`config.mk`:
```
export PLATFORM = sky130hd
export DESIGN_NAME = uart_rx_param
export DESIGN_NICKNAME = d
export VERILOG_FILES = /design/src/rtl/uart_rx_param.sv
export SDC_FILE = /design/constraint.sdc
export NUM_CORES = 1
export LEC_CHECK = 0
export BUFFER_PORTS_ARGS = -buffer_cell sky130_fd_sc_hd__buf_2
export CORE_UTILIZATION = 64
export CTS_CLUSTER_DIAMETER = 80
export CTS_CLUSTER_SIZE = 12
export DETAILED_ROUTE_END_ITERATION = 6
export PLACE_DENSITY_LB_ADDON = 0.1
export SLEW_MARGIN = 15
export SYNTH_ARGS = -nofsm -noshare
export SYNTH_HDL_FRONTEND = slang
export SYNTH_SLANG_ARGS = --single-unit
```
`constraint.sdc`:
```
create_clock -name clk -period 5.3 [get_ports clk]
set_clock_uncertainty 0.1 [all_clocks]
set_input_delay 0.53 -clock clk [delete_from_list [all_inputs] [get_ports clk]]
set_output_delay 0.53 -clock clk [all_outputs]
set_load 0.01 [all_outputs]
```
`src/rtl/uart_rx_param.sv`:
```
// -----------------------------------------------------------------------------
// uart_rx_param
//   Parametrised UART receiver. It supports 5..9 data bits, optional odd or
//   even parity, and 1 or 2 stop bits. It rejects glitches on the start bit,
//   flags parity and framing errors, and handles a held line break.
//
// Parameters
//   CLK_FREQ     system clock in Hz
//   BAUD_RATE    line rate in bit/s (CLK_FREQ/BAUD_RATE must be >= 4)
//   DATA_BITS    data bits per frame, 5..9
//   PARITY       0 = none, 1 = odd, 2 = even
//   STOP_BITS    1 or 2
//   SYNC_STAGES  synchroniser depth on rx, >= 2
//
// Ports
//   clk         system clock, rising edge
//   rst         asynchronous active-high reset
//   rx          serial line, idle high, LSB first
//   data_out    last received word, held until the next frame completes
//   data_valid  one-cycle pulse when a frame completes
//   parity_err  parity mismatch on the last frame (0 when PARITY = 0)
//   frame_err   a stop bit was sampled low on the last frame
//   busy        high from start detection until the return to IDLE
// -----------------------------------------------------------------------------
module uart_rx_param #(
  parameter int CLK_FREQ    = 50000000,
  parameter int BAUD_RATE   = 9600,
  parameter int DATA_BITS   = 8,
  parameter int PARITY      = 0,
  parameter int STOP_BITS   = 1,
  parameter int SYNC_STAGES = 2
) (
  input  logic                 clk,
  input  logic                 rst,
  input  logic                 rx,
  output logic [DATA_BITS-1:0] data_out,
  output logic                 data_valid,
  output logic                 parity_err,
  output logic                 frame_err,
  output logic                 busy
);

  localparam int CLKS_PER_BIT = CLK_FREQ / BAUD_RATE;
  localparam int CW           = $clog2(CLKS_PER_BIT) + 1;

  // The clock counter holds the cycle index inside the current bit, starting
  // at 1. Bit 0 is sampled at half a bit period. Every later bit is sampled
  // one full period after the previous sample. The extra counter bit lets
  // the counter hold CLKS_PER_BIT itself.
  localparam logic [CW-1:0] CNT_HALF  = CW'(CLKS_PER_BIT / 2);
  localparam logic [CW-1:0] CNT_FULL  = CW'(CLKS_PER_BIT);
  localparam logic [CW-1:0] CNT_ONE   = CW'(1);
  localparam logic [3:0]    LAST_DATA = 4'(DATA_BITS - 1);
  localparam logic [3:0]    LAST_STOP = 4'(STOP_BITS - 1);

  typedef enum logic [2:0] {
    S_IDLE,
    S_START,
    S_DATA,
    S_PARITY,
    S_STOP,
    S_WAIT_HIGH
  } state_t;

  state_t                 state_q, state_d;
  logic [SYNC_STAGES-1:0] sync_q;
  logic                   rx_prev_q;
  logic                   rx_s;
  logic [CW-1:0]          clk_cnt_q, clk_cnt_d;
  logic [3:0]             bit_cnt_q, bit_cnt_d;
  logic [DATA_BITS-1:0]   shift_q, shift_d;
  logic                   perr_q, perr_d;
  logic                   ferr_q, ferr_d;
  logic [DATA_BITS-1:0]   data_out_q, data_out_d;
  logic                   parity_err_q, parity_err_d;
  logic                   frame_err_q, frame_err_d;
  logic                   data_valid_q, data_valid_d;

  logic                   sample;
  logic                   par_exp;
  logic                   ferr_now;

  assign rx_s = sync_q[SYNC_STAGES-1];

  // The synchroniser and the edge-history flop reset to the idle level (1),
  // so releasing reset never produces a false start edge.
  // NOTE: sequential state is written only with non-blocking assignments.
  //       All flops then update together from values sampled before the edge.
  always_ff @(posedge clk or posedge rst) begin
    if (rst) begin
      sync_q    <= '1;
      rx_prev_q <= 1'b1;
    end else begin
      sync_q    <= {sync_q[SYNC_STAGES-2:0], rx};
      rx_prev_q <= rx_s;
    end
  end

  always_ff @(posedge clk or posedge rst) begin
    if (rst) begin
      state_q      <= S_IDLE;
      clk_cnt_q    <= '0;
      bit_cnt_q    <= '0;
      shift_q      <= '0;
      perr_q       <= 1'b0;
      ferr_q       <= 1'b0;
      data_out_q   <= '0;
      parity_err_q <= 1'b0;
      frame_err_q  <= 1'b0;
      data_valid_q <= 1'b0;
    end else begin
      state_q      <= state_d;
      clk_cnt_q    <= clk_cnt_d;
      bit_cnt_q    <= bit_cnt_d;
      shift_q      <= shift_d;
      perr_q       <= perr_d;
      ferr_q       <= ferr_d;
      data_out_q   <= data_out_d;
      parity_err_q <= parity_err_d;
      frame_err_q  <= frame_err_d;
      data_valid_q <= data_valid_d;
    end
  end

  // The sample strobe marks the middle of the current bit.
  always_comb begin
    sample = 1'b0;
    unique case (state_q)
      S_START:                  sample = (clk_cnt_q == CNT_HALF);
      S_DATA, S_PARITY, S_STOP: sample = (clk_cnt_q == CNT_FULL);
      default:                  sample = 1'b0;
    endcase
  end

  // Even parity expects the XOR of the data bits. Odd parity expects its
  // inverse.
  assign par_exp  = (PARITY == 2) ? ^shift_q : ~^shift_q;
  assign ferr_now = ferr_q | ~rx_s;

  // NOTE: every signal written here gets a default first. Any path that does
  //       not assign it then holds the register value and infers no latch.
  always_comb begin
    state_d      = state_q;
    clk_cnt_d    = clk_cnt_q;
    bit_cnt_d    = bit_cnt_q;
    shift_d      = shift_q;
    perr_d       = perr_q;
    ferr_d       = ferr_q;
    data_out_d   = data_out_q;
    parity_err_d = parity_err_q;
    frame_err_d  = frame_err_q;
    data_valid_d = 1'b0;

    if (state_q inside {S_START, S_DATA, S_PARITY, S_STOP}) begin
      clk_cnt_d = sample ? CNT_ONE : clk_cnt_q + CNT_ONE;
    end

    unique case (state_q)
      S_IDLE: begin
        if (rx_prev_q && !rx_s) begin
          state_d   = S_START;
          clk_cnt_d = CNT_ONE;
          bit_cnt_d = '0;
          perr_d    = 1'b0;
          ferr_d    = 1'b0;
        end
      end

      S_START: begin
        if (sample) begin
          // A line that is high again at mid start bit was a glitch.
          state_d   = rx_s ? S_IDLE : S_DATA;
          bit_cnt_d = '0;
        end
      end

      S_DATA: begin
        if (sample) begin
          // Shift right so that the first (LSB) bit ends up in bit 0.
          shift_d = {rx_s, shift_q[DATA_BITS-1:1]};
          if (bit_cnt_q == LAST_DATA) begin
            bit_cnt_d = '0;
            state_d   = (PARITY != 0) ? S_PARITY : S_STOP;
          end else begin
            bit_cnt_d = bit_cnt_q + 4'd1;
          end
        end
      end

      S_PARITY: begin
        if (sample) begin
          perr_d    = (rx_s != par_exp);
          bit_cnt_d = '0;
          state_d   = S_STOP;
        end
      end

      S_STOP: begin
        if (sample) begin
          ferr_d = ferr_now;
          if (bit_cnt_q == LAST_STOP) begin
            // Deliver even when an error flag is set. A low final stop bit
            // means a possible break, so wait for the line to go high again.
            data_out_d   = shift_q;
            parity_err_d = perr_q;
            frame_err_d  = ferr_now;
            data_valid_d = 1'b1;
            state_d      = rx_s ? S_IDLE : S_WAIT_HIGH;
          end else begin
            bit_cnt_d = bit_cnt_q + 4'd1;
          end
        end
      end

      S_WAIT_HIGH: begin
        if (rx_s) state_d = S_IDLE;
      end

      default: state_d = S_IDLE;
    endcase
  end

  assign data_out   = data_out_q;
  assign data_valid = data_valid_q;
  assign parity_err = parity_err_q;
  assign frame_err  = frame_err_q;
  assign busy       = (state_q != S_IDLE);

endmodule

```
==> impl_metrics.env <==
export IMPL_status="completed"
export IMPL_worstMarginPinSlew_ps=844
export IMPL_min_period_ps=2900
export IMPL_synthCells=212
export IMPL_postCtsResizedCells=0
export IMPL_min_period_over_period=0.547
export IMPL_fin_nets=233
export IMPL_cts_tree="done"
export IMPL_vias=1594
export IMPL_totalPowerFinal_w=0.000678
export IMPL_finalWeightedCongestion=0.923
export IMPL_stdcell_count=273
export IMPL_syn_to_final_growth_pct=7.04
export IMPL_grt_usage=0.247
export IMPL_async_reset_ff_frac=1.00
export IMPL_die_w_um=62.1
export IMPL_synth_top_family_by_area="simple AND/OR/NAND/NOR gates"
export IMPL_drc=0
export IMPL_setup_tns_final_ps=0
export IMPL_drive_gt1_frac=0.238
export IMPL_fillers=262
export IMPL_grt_ovfl_total=0
export IMPL_yosys_area_share_simple=0.193
export IMPL_htree_num_levels=2
export IMPL_reg2reg_to="data_out[4]$_DFFE_PP0P_"
export IMPL_worstPathMaxFanout=15
export IMPL_timing_critical_path_buf_inv=0
export IMPL_slew_headroom=0.434
export IMPL_maxCapViolations=0
export IMPL_synth_fp_nets=219
export IMPL_syn_area_sq_mm=0.00231
export IMPL_synthFlopType="dfrtp_1"
export IMPL_r2r_setup_slack_ps=2400
export IMPL_ios=15
export IMPL_cts_setup_buffers=0
export IMPL_n_antenna_cell=0
export IMPL_synth_xor_area_frac=0.0758
export IMPL_dp_slack_ps=2430
export IMPL_first_iter_violations=200
export IMPL_grt_max_degree=46
export IMPL_setup_slack_ps=2400
export IMPL_synth_compound_area_frac=0.0866
export IMPL_cp_arrival_ps=3050
export IMPL_grt_pass1_vias=1513
export IMPL_drt_wl_total_um=4100
export IMPL_placed_cells=265
export IMPL_wire_per_inst_um=15.0
export IMPL_clk_path_buf_depth=2
export IMPL_synth_enable_flop_cells=0
export IMPL_grt_pass1_wl_um=6810
export IMPL_cts_sinks=45
export IMPL_r2r_start="state_q[0]$_DFFE_PP0P_"
export IMPL_max_freq_mhz=345
export IMPL_reg2regPathDepth=5
export IMPL_die_h_um=62.1
export IMPL_cp_top_family="simple AND/OR/NAND/NOR gates"
export IMPL_finalHoldViolations=0
export IMPL_drtPass1Iterations=4
export IMPL_critPathMaxStageDelay_ps=680
export IMPL_initial_core_util=0.682
export IMPL_peakVddDrop_mv=0.188
export IMPL_setup_viol=0
export IMPL_yosys_warnings=0
export IMPL_port_buffers=14
export IMPL_synth_avg_cell_area_sq_um=10.9
export IMPL_antenna_found_initial=0
export IMPL_worst_ep_required_time_ps=5450
export IMPL_fp_coreArea_sq_mm=0.00339
export IMPL_utilization=0.730
export IMPL_hold_path_class="in2reg"
export IMPL_clk_pin_slew_ps=140
export IMPL_hp_start="rx"
export IMPL_dp_hpwl_um=2950
export IMPL_maxSlewViolCount=0
export IMPL_viasPerCell=5.84
export IMPL_path_cells="or3b_4, a2111oi_4, o21ai_2, nor3_2, mux2_2"
export IMPL_rsz0062_at_grt="false"
export IMPL_worstSetupStartpointType="flop"
export IMPL_fp_dieArea_sq_mm=0.00386
export IMPL_synth_seq_cells=45
export IMPL_insertion_delay_ps=360
export IMPL_yosys_cell_types_count=52
export IMPL_muxShareOfSynthArea=0.101
export IMPL_holdBufCountCts=0
export IMPL_holdPathEnd="sync_q[0]$_DFF_PP1_"
export IMPL_yosysSeqAreaShare=0.489
export IMPL_cts_buffers=5
export IMPL_cpMaxStageDelayCell="nor3_2"
export IMPL_p_leak_nw=1.13
export IMPL_worstHoldPathCells=1
export IMPL_row_count=21
export IMPL_root_buffer="clkbuf_4"
export IMPL_synth_fa_ha_area_frac=0.0217
export IMPL_ant_nets=0
export IMPL_power_density_mw_per_mm2=274
export IMPL_criticalPathCategory="reg2reg"
export IMPL_end_kind="flop"
==> through the flow <==
stage | hold WS, ps | area [sq um]
6_report | 165 | 2470
5_1_grt | 139 | 2470
4_1_cts | 151 | 2470
3_5_place_dp | 250 | 2410
3_3_place_gp | 247 | 2410
2_1_floorplan | 245 | 2310
==> cell usage after synthesis (2+ instances only) <==
cell / count / share of area
nand3_1: 4 / 0.0087
and2_1: 3 / 0.0081
xor2_1: 3 / 0.011
dfrtp_1: 42 / 0.45
nand3b_1: 2 / 0.0065
nor2_1: 20 / 0.032
nor3b_1: 3 / 0.0097
nor3_1: 8 / 0.017
nand2b_1: 5 / 0.014
xnor2_1: 17 / 0.064
o21a_1: 2 / 0.0065
mux2_2: 18 / 0.088
ha_1: 4 / 0.022
mux2i_1: 2 / 0.0087
nand4_1: 3 / 0.0081
and3_1: 2 / 0.0054
nand2_1: 11 / 0.018
o21ai_0: 5 / 0.011
nor2b_1: 4 / 0.011
a21oi_1: 2 / 0.0043
o21bai_1: 2 / 0.0065
clkbuf_1: 3 / 0.0049
dfstp_2: 3 / 0.034
nor4_1: 4 / 0.011
nand4b_1: 2 / 0.0076
inv_1: 10 / 0.016
buf_2: 3 / 0.0065
==> cell families after synthesis <==
family / after synthesis
adder cells (fa/ha/maj): 4
buffers and inverters: 18
AO/OA/AOI/OAI: 25
AND/OR/NAND/NOR: 79
XOR/XNOR: 20
flip-flops: 45
multiplexers: 21
==> registers in the layout, summed over array words and instances, names as in the netlist <==
register,count
frame_err,1
rx_prev_q,1
bit_cnt_q,4
data_valid,1
ferr_q,1
parity_err,1
data_out,8
perr_q,1
shift_q,8
clk_cnt_q,14
state_q,3
sync_q,2
==> layer usage <==
layer,track usage,share of wire,wire (um)
met1,0.334,0.45,1860
met2,0.400,0.49,2020
met3,0.0373,0.033,135
met4,0.0984,0.020,81
met5,0,0,0
==> cells in the final DEF (no fill, tap or decap), drive strengths merged, types with 4 or more instances in the layout <==
master / n
nand2b: 5
nor2: 20
xnor2: 17
nor4: 4
inv: 9
nor2b: 4
nand3: 4
dfrtp: 42
clkbuf: 6
nand2: 11
ha: 4
mux2: 19
buf: 15
o21ai: 7
nor3: 10
==> where the power goes <==
group	switching (W)	internal, W
Sequential	0.0000307	0.000368
Clock	0.000109	0.0000649
Combinational	0.0000587	0.0000466
Total	0.000199	0.000479
==> worst reg2reg max path: cells and delay by family (launching register included) <==
family / cells / cell delay [ps]
DFF: 1 / 560
muxes: 1 / 420
AOI/OAI and AO/OA: 2 / 530
and+or+nand+nor: 2 / 1190
==> worst max path at each step <==
stage	from	end	slack, ps	cells after the start
final	state_q[0]$_DFFE_PP0P_	data_out[4]$_DFFE_PP0P_	2400	5
after global routing	state_q[0]$_DFFE_PP0P_	data_out[0]$_DFFE_PP0P_	2190	5
after CTS	state_q[0]$_DFFE_PP0P_	data_out[0]$_DFFE_PP0P_	2410	5
after detailed placement	state_q[0]$_DFFE_PP0P_	data_out[0]$_DFFE_PP0P_	2430	5
after global placement	state_q[0]$_DFFE_PP0P_	data_out[3]$_DFFE_PP0P_	2500	5
after floorplan	clk_cnt_q[0]$_DFF_PP0_	data_out[0]$_DFFE_PP0P_	3070	8
==> layout make-up <==
class                           instances  area [sq um]  share of cell area
Clock buffer                            6          51.3              0.0207
Clock inverter                          2          13.8             0.00556
Inverter                               10          37.5              0.0152
Multi-Input combinational cell        149          1110               0.447
Sequential cell                        45          1130               0.457
Tap cell                               46          57.6              0.0233
Timing Repair Buffer                   15          77.6              0.0314
No activity file was read; power rests on OpenSTA's default activity.
